## src/rtl/irrigation_delay_timer.sv

```systemverilog
// rtl/irrigation_delay_timer.sv - prescaled loadable delay timer with one-shot and periodic modes
// Defining IRRIGATION_TIMER_PAUSE_EN adds a pause input that freezes a running count.
module irrigation_delay_timer #(
    parameter int PRESCALE = 50000,
    parameter int CNT_W    = 16
) (
    input  logic             clk,
    input  logic             rstn,
    input  logic             start,
    input  logic             stop,
`ifdef IRRIGATION_TIMER_PAUSE_EN
    input  logic             pause,
`endif
    input  logic             mode,
    input  logic [CNT_W-1:0] load_val,
    output logic             tick_out,
    output logic             busy,
    output logic             done,
    output logic [CNT_W-1:0] remaining
);

    localparam int              PS_W   = (PRESCALE > 1) ? $clog2(PRESCALE) : 1;
    localparam logic [PS_W-1:0] PS_MAX = PS_W'(PRESCALE - 1);

    typedef enum logic {
        IDLE = 1'b0,
        RUN  = 1'b1
    } state_t;

    state_t           state;
    logic [PS_W-1:0]  prescaler;
    logic [CNT_W-1:0] reload;
    logic             mode_q;
    logic             run_en;

`ifdef IRRIGATION_TIMER_PAUSE_EN
    assign run_en = (state == RUN) && !pause;
`else
    assign run_en = (state == RUN);
`endif

    assign tick_out = run_en && (prescaler == PS_MAX);
    assign busy     = (state == RUN);

    always_ff @(posedge clk or negedge rstn) begin
        if (!rstn) begin
            state     <= IDLE;
            prescaler <= '0;
            remaining <= '0;
            reload    <= '0;
            mode_q    <= 1'b0;
            done      <= 1'b0;
        end else begin
            done <= 1'b0;
            if (stop) begin
                // stop wins over everything, including a coinciding terminal count
                state     <= IDLE;
                remaining <= '0;
                prescaler <= '0;
            end else if (start) begin
                prescaler <= '0;
                if (load_val == '0) begin
                    done      <= 1'b1;
                    state     <= IDLE;
                    remaining <= '0;
                end else begin
                    remaining <= load_val;
                    reload    <= load_val;
                    mode_q    <= mode;
                    state     <= RUN;
                end
            end else if (run_en) begin
                prescaler <= (prescaler == PS_MAX) ? '0 : prescaler + PS_W'(1);
                if (tick_out) begin
                    if (remaining > CNT_W'(1)) begin
                        remaining <= remaining - CNT_W'(1);
                    end else begin
                        done <= 1'b1;
                        if (mode_q) begin
                            remaining <= reload;
                        end else begin
                            remaining <= '0;
                            state     <= IDLE;
                        end
                    end
                end
            end
        end
    end

endmodule

```

## config.mk

```make
export PLATFORM = sky130hd
export DESIGN_NAME = irrigation_delay_timer
export DESIGN_NICKNAME = d
export VERILOG_FILES = /design/src/rtl/irrigation_delay_timer.sv
export SDC_FILE = /design/constraint.sdc
export NUM_CORES = 1
export LEC_CHECK = 0
export CAP_MARGIN = 20
export CORE_MARGIN = 5
export CORE_UTILIZATION = 55
export CTS_BUF_LIST = sky130_fd_sc_hd__clkbuf_4
export CTS_CLUSTER_DIAMETER = 200
export DETAILED_ROUTE_END_ITERATION = 8
export PLACE_DENSITY = 0.8
export SKIP_LAST_GASP = 1
export SLEW_MARGIN = 20
export SYNTH_ARGS = -nofsm -noshare
export SYNTH_HDL_FRONTEND = slang
export SYNTH_SLANG_ARGS = --single-unit
```

## constraint.sdc

```tcl
create_clock -name clk -period 6.1 [get_ports clk]
set_clock_uncertainty 0.15 [all_clocks]
set_input_delay 1.22 -clock clk [delete_from_list [all_inputs] [get_ports clk]]
set_output_delay 1.22 -clock clk [all_outputs]
set_load 0.02 [all_outputs]
```

==> key figures, run 1 <==
Worst hold path
  • Worst hold path type: register to register
  • Min-delay src: reload[9]

Placement
  • Pre-CTS setup slack: 2010 ps
  • Detailed placer's ending HPWL: 5.00 mm
  • I/O Buffers: 39
  • Final RePlAce weighted congestion: 0.899

Floorplanning
  • Initial Utilization: 56.1%
  • Core box area: 5070 sq um
  • Die span in y: 82.0 um
  • Num ports: 40
  • Row cnt: 26
  • Total die area: 6720 sq um
  • Die extent in x: 82.0 um

Synthesis
  • Syn_area_per_cell: 9.37 sq um
  • Asr flop ratio synth: 100%
  • Syn nets: 328
  • Synth cell types: 51
  • Ys flop type: dfrtp_1
  • Post-synth EDFFs: 0
  • Seq cells post-synth: 51
  • Post-synthesis cell area: 2850 sq um
  • Yosys warning count: 0
  • Sequential area share after synthesis: 44.8%
  • Mapped Cells: 304

Pwr
  • PwrDens: 203 nW/um^2
  • Peak VDD IR: 132 uV
  • Leak: 0.00135 uW
  • Final Power: 678 uW

Flow run
  • Maxcap violations: 0

Final layout
  • Share of cells above drive strength 1: 9.47%
  • Most frequent cells in the layout: dfrtp_1, clkdlybuf4s50_1, nor2_1
  • Most common cell after layout, fill and taps aside: dfrtp_1
  • Fin nets: 361
  • # fillers: 429
  • Area delta synth->final: 17.2%
  • Diodes inserted: 0
  • Final core occ: 65.8%

Critical path
  • CP Launch Type: register
  • Critical path class: register to output port
  • Critical Path AT: 3040 ps
  • CP peak stage delay: 660 ps
  • Setup crit end kind: output port
  • Top delay family on crit path: simple AND/OR/NAND/NOR gates
  • Crit-path max FO: 14
  • Critical Path RT: 4730 ps
  • Buffers plus inverters on the worst setup path: 2
  • Crit-path slowest cell: clkdlybuf4s50_1
  • Worst path cell trace: or4b_4, nor4_1, nand2_1, inv_1, clkdlybuf4s50_1
  • Worst R2R Start: prescaler[5]
  • Critical Path Start: prescaler[11]

Timing
  • Post-route setup slack: 1690 ps
  • Crit share post-route: 72.3%
  • Max-slew violation count: 0
  • F_max: 227 MHz
  • Min Hold Slack: 374 ps
  • Worst Tran Pin Value: 871 ps
  • Final hold vios: 0
  • Final setup TNS: 0 ps
  • Setup-failing EPs final: 0
  • Final min period: 4410 ps
  • RSZ-0062 raised after global routing: false
  • Rel. slew slack: 41.8%

GRT
  • Total grt overflow: 0
  • Initial antenna violation count: 0
  • Vias in the first global route: 2399
  • Largest net degree at the start of global routing: 52
  • GRT Overall Usage: 22.9%
  • First-pass GRT wire length: 11.9 mm

Clock network
  • Clk_lat worst skew: 380 ps
  • Clk sinks: 51
  • PostCTS Resize Cnt: 0
  • Hold-fix buffer count after cts: 0
  • CTS max path bufs: 2
  • H-tree depth: 2
  • CTS tree: yes
  • Clock root buffer: clkbuf_4
  • Post-CTS setup buffers: 0
  • TritonCTS buffer count: 5
  • CTS clk-pin slew, worst paths: 150 ps

Routing
  • Drt pass-1 iters: 5
  • Post-Route WL: 7.19 mm
  • Vias/cell: 6.18
  • Routed Antenna Nets: 0
  • Initial DRC Count: 194
  • DRC violations left: 0
  • Vias: 2522
  • DR WL/cell: 17.6 um

Outcome
  • Status: complete, no violations
## kinds of logic (layout without fill, tap and decap cells)
family | after synthesis | after routing | synth area share, %
mux | 16 | 16 | 6.33
fa+ha+maj | 3 | 3 | 1.32
xor+xnor | 18 | 18 | 5.54
flops | 51 | 51 | 44.8
simple gates | 117 | 117 | 21.1
compound gates | 69 | 69 | 16.8
buf+inv | 30 | 64 | 4.09
## cells in the mapped netlist (2+ instances only)
cell type,instances,area share [%]
dfrtp_1,51,45
nor2_1,28,3.7
a21oi_1,26,4.6
nand2_1,23,3.0
nand3_1,18,3.2
mux2_2,16,6.3
inv_1,13,1.7
clkbuf_1,12,1.6
xor2_1,11,3.4
nor3_1,9,1.6
nor4_1,9,2.0
or3_1,7,1.5
xnor2_1,7,2.2
o21ai_0,6,1.1
a311oi_1,5,1.5
and3_1,5,1.1
a211o_1,4,1.2
a221oi_1,4,1.2
o31ai_1,4,1.1
or4_1,4,1.1
buf_2,3,0.53
ha_1,3,1.3
nand4_1,3,0.66
a211oi_1,2,0.53
a31oi_1,2,0.44
o2111a_1,2,0.79
o221ai_1,2,0.62
o311a_1,2,0.70
## power by group
| group | switching [uW] | total (uW) | internal [uW] |
|---|---|---|---|
| clock | 109 | 151 | 42.5 |
| combinational | 71.7 | 136 | 64.2 |
| sequential | 28.3 | 391 | 362 |
## layer usage
layer | global-route usage (%) | up-vias | share of wire, %
met4 | 4.82 | 0 | 1.2
met1 | 32.1 | 1225 | 45
met5 | 0 | - | 0
met3 | 3.73 | 10 | 6.3
met2 | 37.3 | 102 | 47
li1 | - | 1185 | -
## cell type report
class                           count  area, sq um  share of cell area [%]
Clock buffer                        5         37.5                    1.12
Multi-Input combinational cell    223         1460                    43.8
Inverter                           14         52.6                    1.57
Tap cell                           70         87.6                    2.62
Clock inverter                      3         15.0                   0.450
Timing Repair Buffer               42          408                    12.2
Sequential cell                    51         1280                    38.2
## path summary, 6_finish.rpt
path,end,slack (ps),cells after the start
worst min register to register,reload[9],370,1
worst min-delay path,reload[9],370,1
worst max register to register,remaining[14],3160,6
worst max-delay path,tick_out,1690,5
max in group asynchronous,remaining[9],4590,2
min in group asynchronous,remaining[3],770,2
## registers in the layout, indices dropped and copies added (netlist names)
name,flops
reload,16
done,1
busy,1
mode_q,1
remaining,16
prescaler,16
## worst register-to-register path, delay by kind of cell (launching register included)
kind	cells	cell delay (ps)
compound gates	1	340
simple gates	5	1880
flops	1	460
## stage by stage
step / std cells / area, sq um
after floorplan: 304 / 2850
after CTS: 408 / 3340
after global placement: 400 / 3280
final: 408 / 3340
after global routing: 408 / 3340
after detailed placement: 400 / 3280
Power figures use the tool's default switching activity.
==> run 2: changes to the inputs <==
- clock period: 6.1 -> 4.4 ns (I/O delays scaled with it)
==> run 2 against run 1 <==
  * Via count is 0.71% higher
  * Wire length is 1.9% higher
  * Combinational power is 40% higher
  * Global-route usage is 0.96 points higher
  * Hold slack worse by 96 ps
  * Total power is 39% higher
  * Utilization is 0.59 points higher
  * Largest cell class unchanged
==> key figures, run 2 (synthesized netlist as in run 1, its figures left out) <==
Floorplanning
  • Die span in y: 82.0 um
  • Core box area: 5070 sq um
  • Row cnt: 26
  • Num ports: 40
  • Die extent in x: 82.0 um
  • Initial Utilization: 56.1%
  • Total die area: 6720 sq um

GRT
  • Initial antenna violation count: 0
  • GRT Overall Usage: 23.8%
  • Vias in the first global route: 2451
  • First-pass GRT wire length: 12.3 mm
  • Total grt overflow: 0
  • Largest net degree at the start of global routing: 35

Clock network
  • CTS clk-pin slew, worst paths: 130 ps
  • Hold-fix buffer count after cts: 0
  • PostCTS Resize Cnt: 0
  • CTS max path bufs: 2
  • Clk_lat worst skew: 360 ps
  • CTS tree: yes
  • Clock root buffer: clkbuf_4
  • TritonCTS buffer count: 5
  • H-tree depth: 2
  • Post-CTS setup buffers: 0
  • Clk sinks: 51

Final layout
  • Most common cell after layout, fill and taps aside: dfrtp_1
  • Final core occ: 66.3%
  • Fin nets: 365
  • Most frequent cells in the layout: dfrtp_1, clkdlybuf4s50_1, nor2_1
  • Area delta synth->final: 18.2%
  • Diodes inserted: 0
  • Share of cells above drive strength 1: 10.5%
  • Biggest regs: prescaler: 16 flops, reload: 16 flops, remaining: 16 flops

Timing
  • RSZ-0062 raised after global routing: false
  • Worst Tran Pin Value: 660 ps
  • Final min period: 3900 ps
  • Final setup TNS: 0 ps
  • Final hold vios: 0
  • Post-route setup slack: 501 ps
  • Max-slew violation count: 0
  • F_max: 257 MHz
  • Rel. slew slack: 56.0%
  • Crit share post-route: 88.6%
  • Setup-failing EPs final: 0

Critical path
  • Crit-path slowest cell: clkdlybuf4s50_1
  • R2R Path End: remaining[14]
  • Reg2Reg Depth: 6
  • Worst path cell trace: or4b_4, nor4_1, nand2_1, buf_4, inv_1, clkdlybuf4s50_1
  • Worst R2R Start: prescaler[11]
  • CP Launch Type: register
  • CP peak stage delay: 640 ps
  • CP endpoint: tick_out
  • Setup crit end kind: output port
  • Reg-to-reg slack, setup: 1520 ps
  • Crit-path max FO: 14
  • Critical path class: register to output port
  • Critical Path Start: prescaler[11]
  • Critical Path RT: 3370 ps
  • Critical Path AT: 2870 ps

Placement
  • I/O Buffers: 39
  • Detailed placer's ending HPWL: 5.28 mm
  • Final RePlAce weighted congestion: 0.940
  • Pre-CTS setup slack: 956 ps

Pwr
  • Peak VDD IR: 198 uV
  • PwrDens: 279 nW/um^2
  • Leak: 0.00137 uW

Routing
  • Initial DRC Count: 217
  • Vias/cell: 6.17
  • Vias: 2540
  • Drt pass-1 iters: 5
  • Post-Route WL: 7.32 mm
  • DRC violations left: 0
  • DR WL/cell: 17.8 um
  • Routed Antenna Nets: 0

Worst hold path
  • Worst hold path type: primary input to async pin

Outcome
  • Status: complete, no violations

Flow run
  • Maxcap violations: 0
## run 2: cell types whose count changed in the layout (fill, tap and decap cells not counted), sizes merged
cell      before  now
buf            4    8
clkbuf         5    6
clkinvlp       1    0
## run 2: layer usage
metal  track usage [%]  routed length [um]
met2              37.3                3540
met5                 0                   0
met1              33.0                3230
met3              5.26                 456
met4              7.14                  87
## run 2: worst min path at each step
| stage | to | slack [ps] | cells past startpoint |
|---|---|---|---|
| after floorplan | reload[15] | 330 | 1 |
| after global placement | reload[9] | 340 | 1 |
| after detailed placement | reload[8] | 350 | 1 |
| after CTS | prescaler[14] | 270 | 1 |
| after global routing | prescaler[14] | 280 | 1 |
| final | remaining[0] | 280 | 1 |
## run 2: critical path, delay by kind of cell (launching register included)
kind,cells,cell delay [ps]
buf+inv,3,1000
flops,1,460
simple gates,3,1050
## run 2: power by group
part	total [uW]	switching [uW]	internal [uW]
logic	191	101	90.5
registers	541	38.8	502
clock network	207	141	65.8
## run 2: through the flow
stage / total power [uW] / area [sq um] / std cells / hold slack (ps)
detailed placement: 739 / 3310 / 404 / 348
floorplan: 651 / 2850 / 304 / 331
global route: 991 / 3370 / 412 / 283
finish: 939 / 3370 / 412 / 277
CTS: 946 / 3370 / 412 / 272
global placement: 735 / 3310 / 404 / 342
## run 2: cell type report
type | instances | area [sq um]
clock buffer | 6 | 45.0
clock inverter | 2 | 7.51
fill | 450 | 1710
inverter | 14 | 52.6
multi-input combinational | 223 | 1460
sequential | 51 | 1280
tap | 70 | 87.6
timing repair buffer | 46 | 438
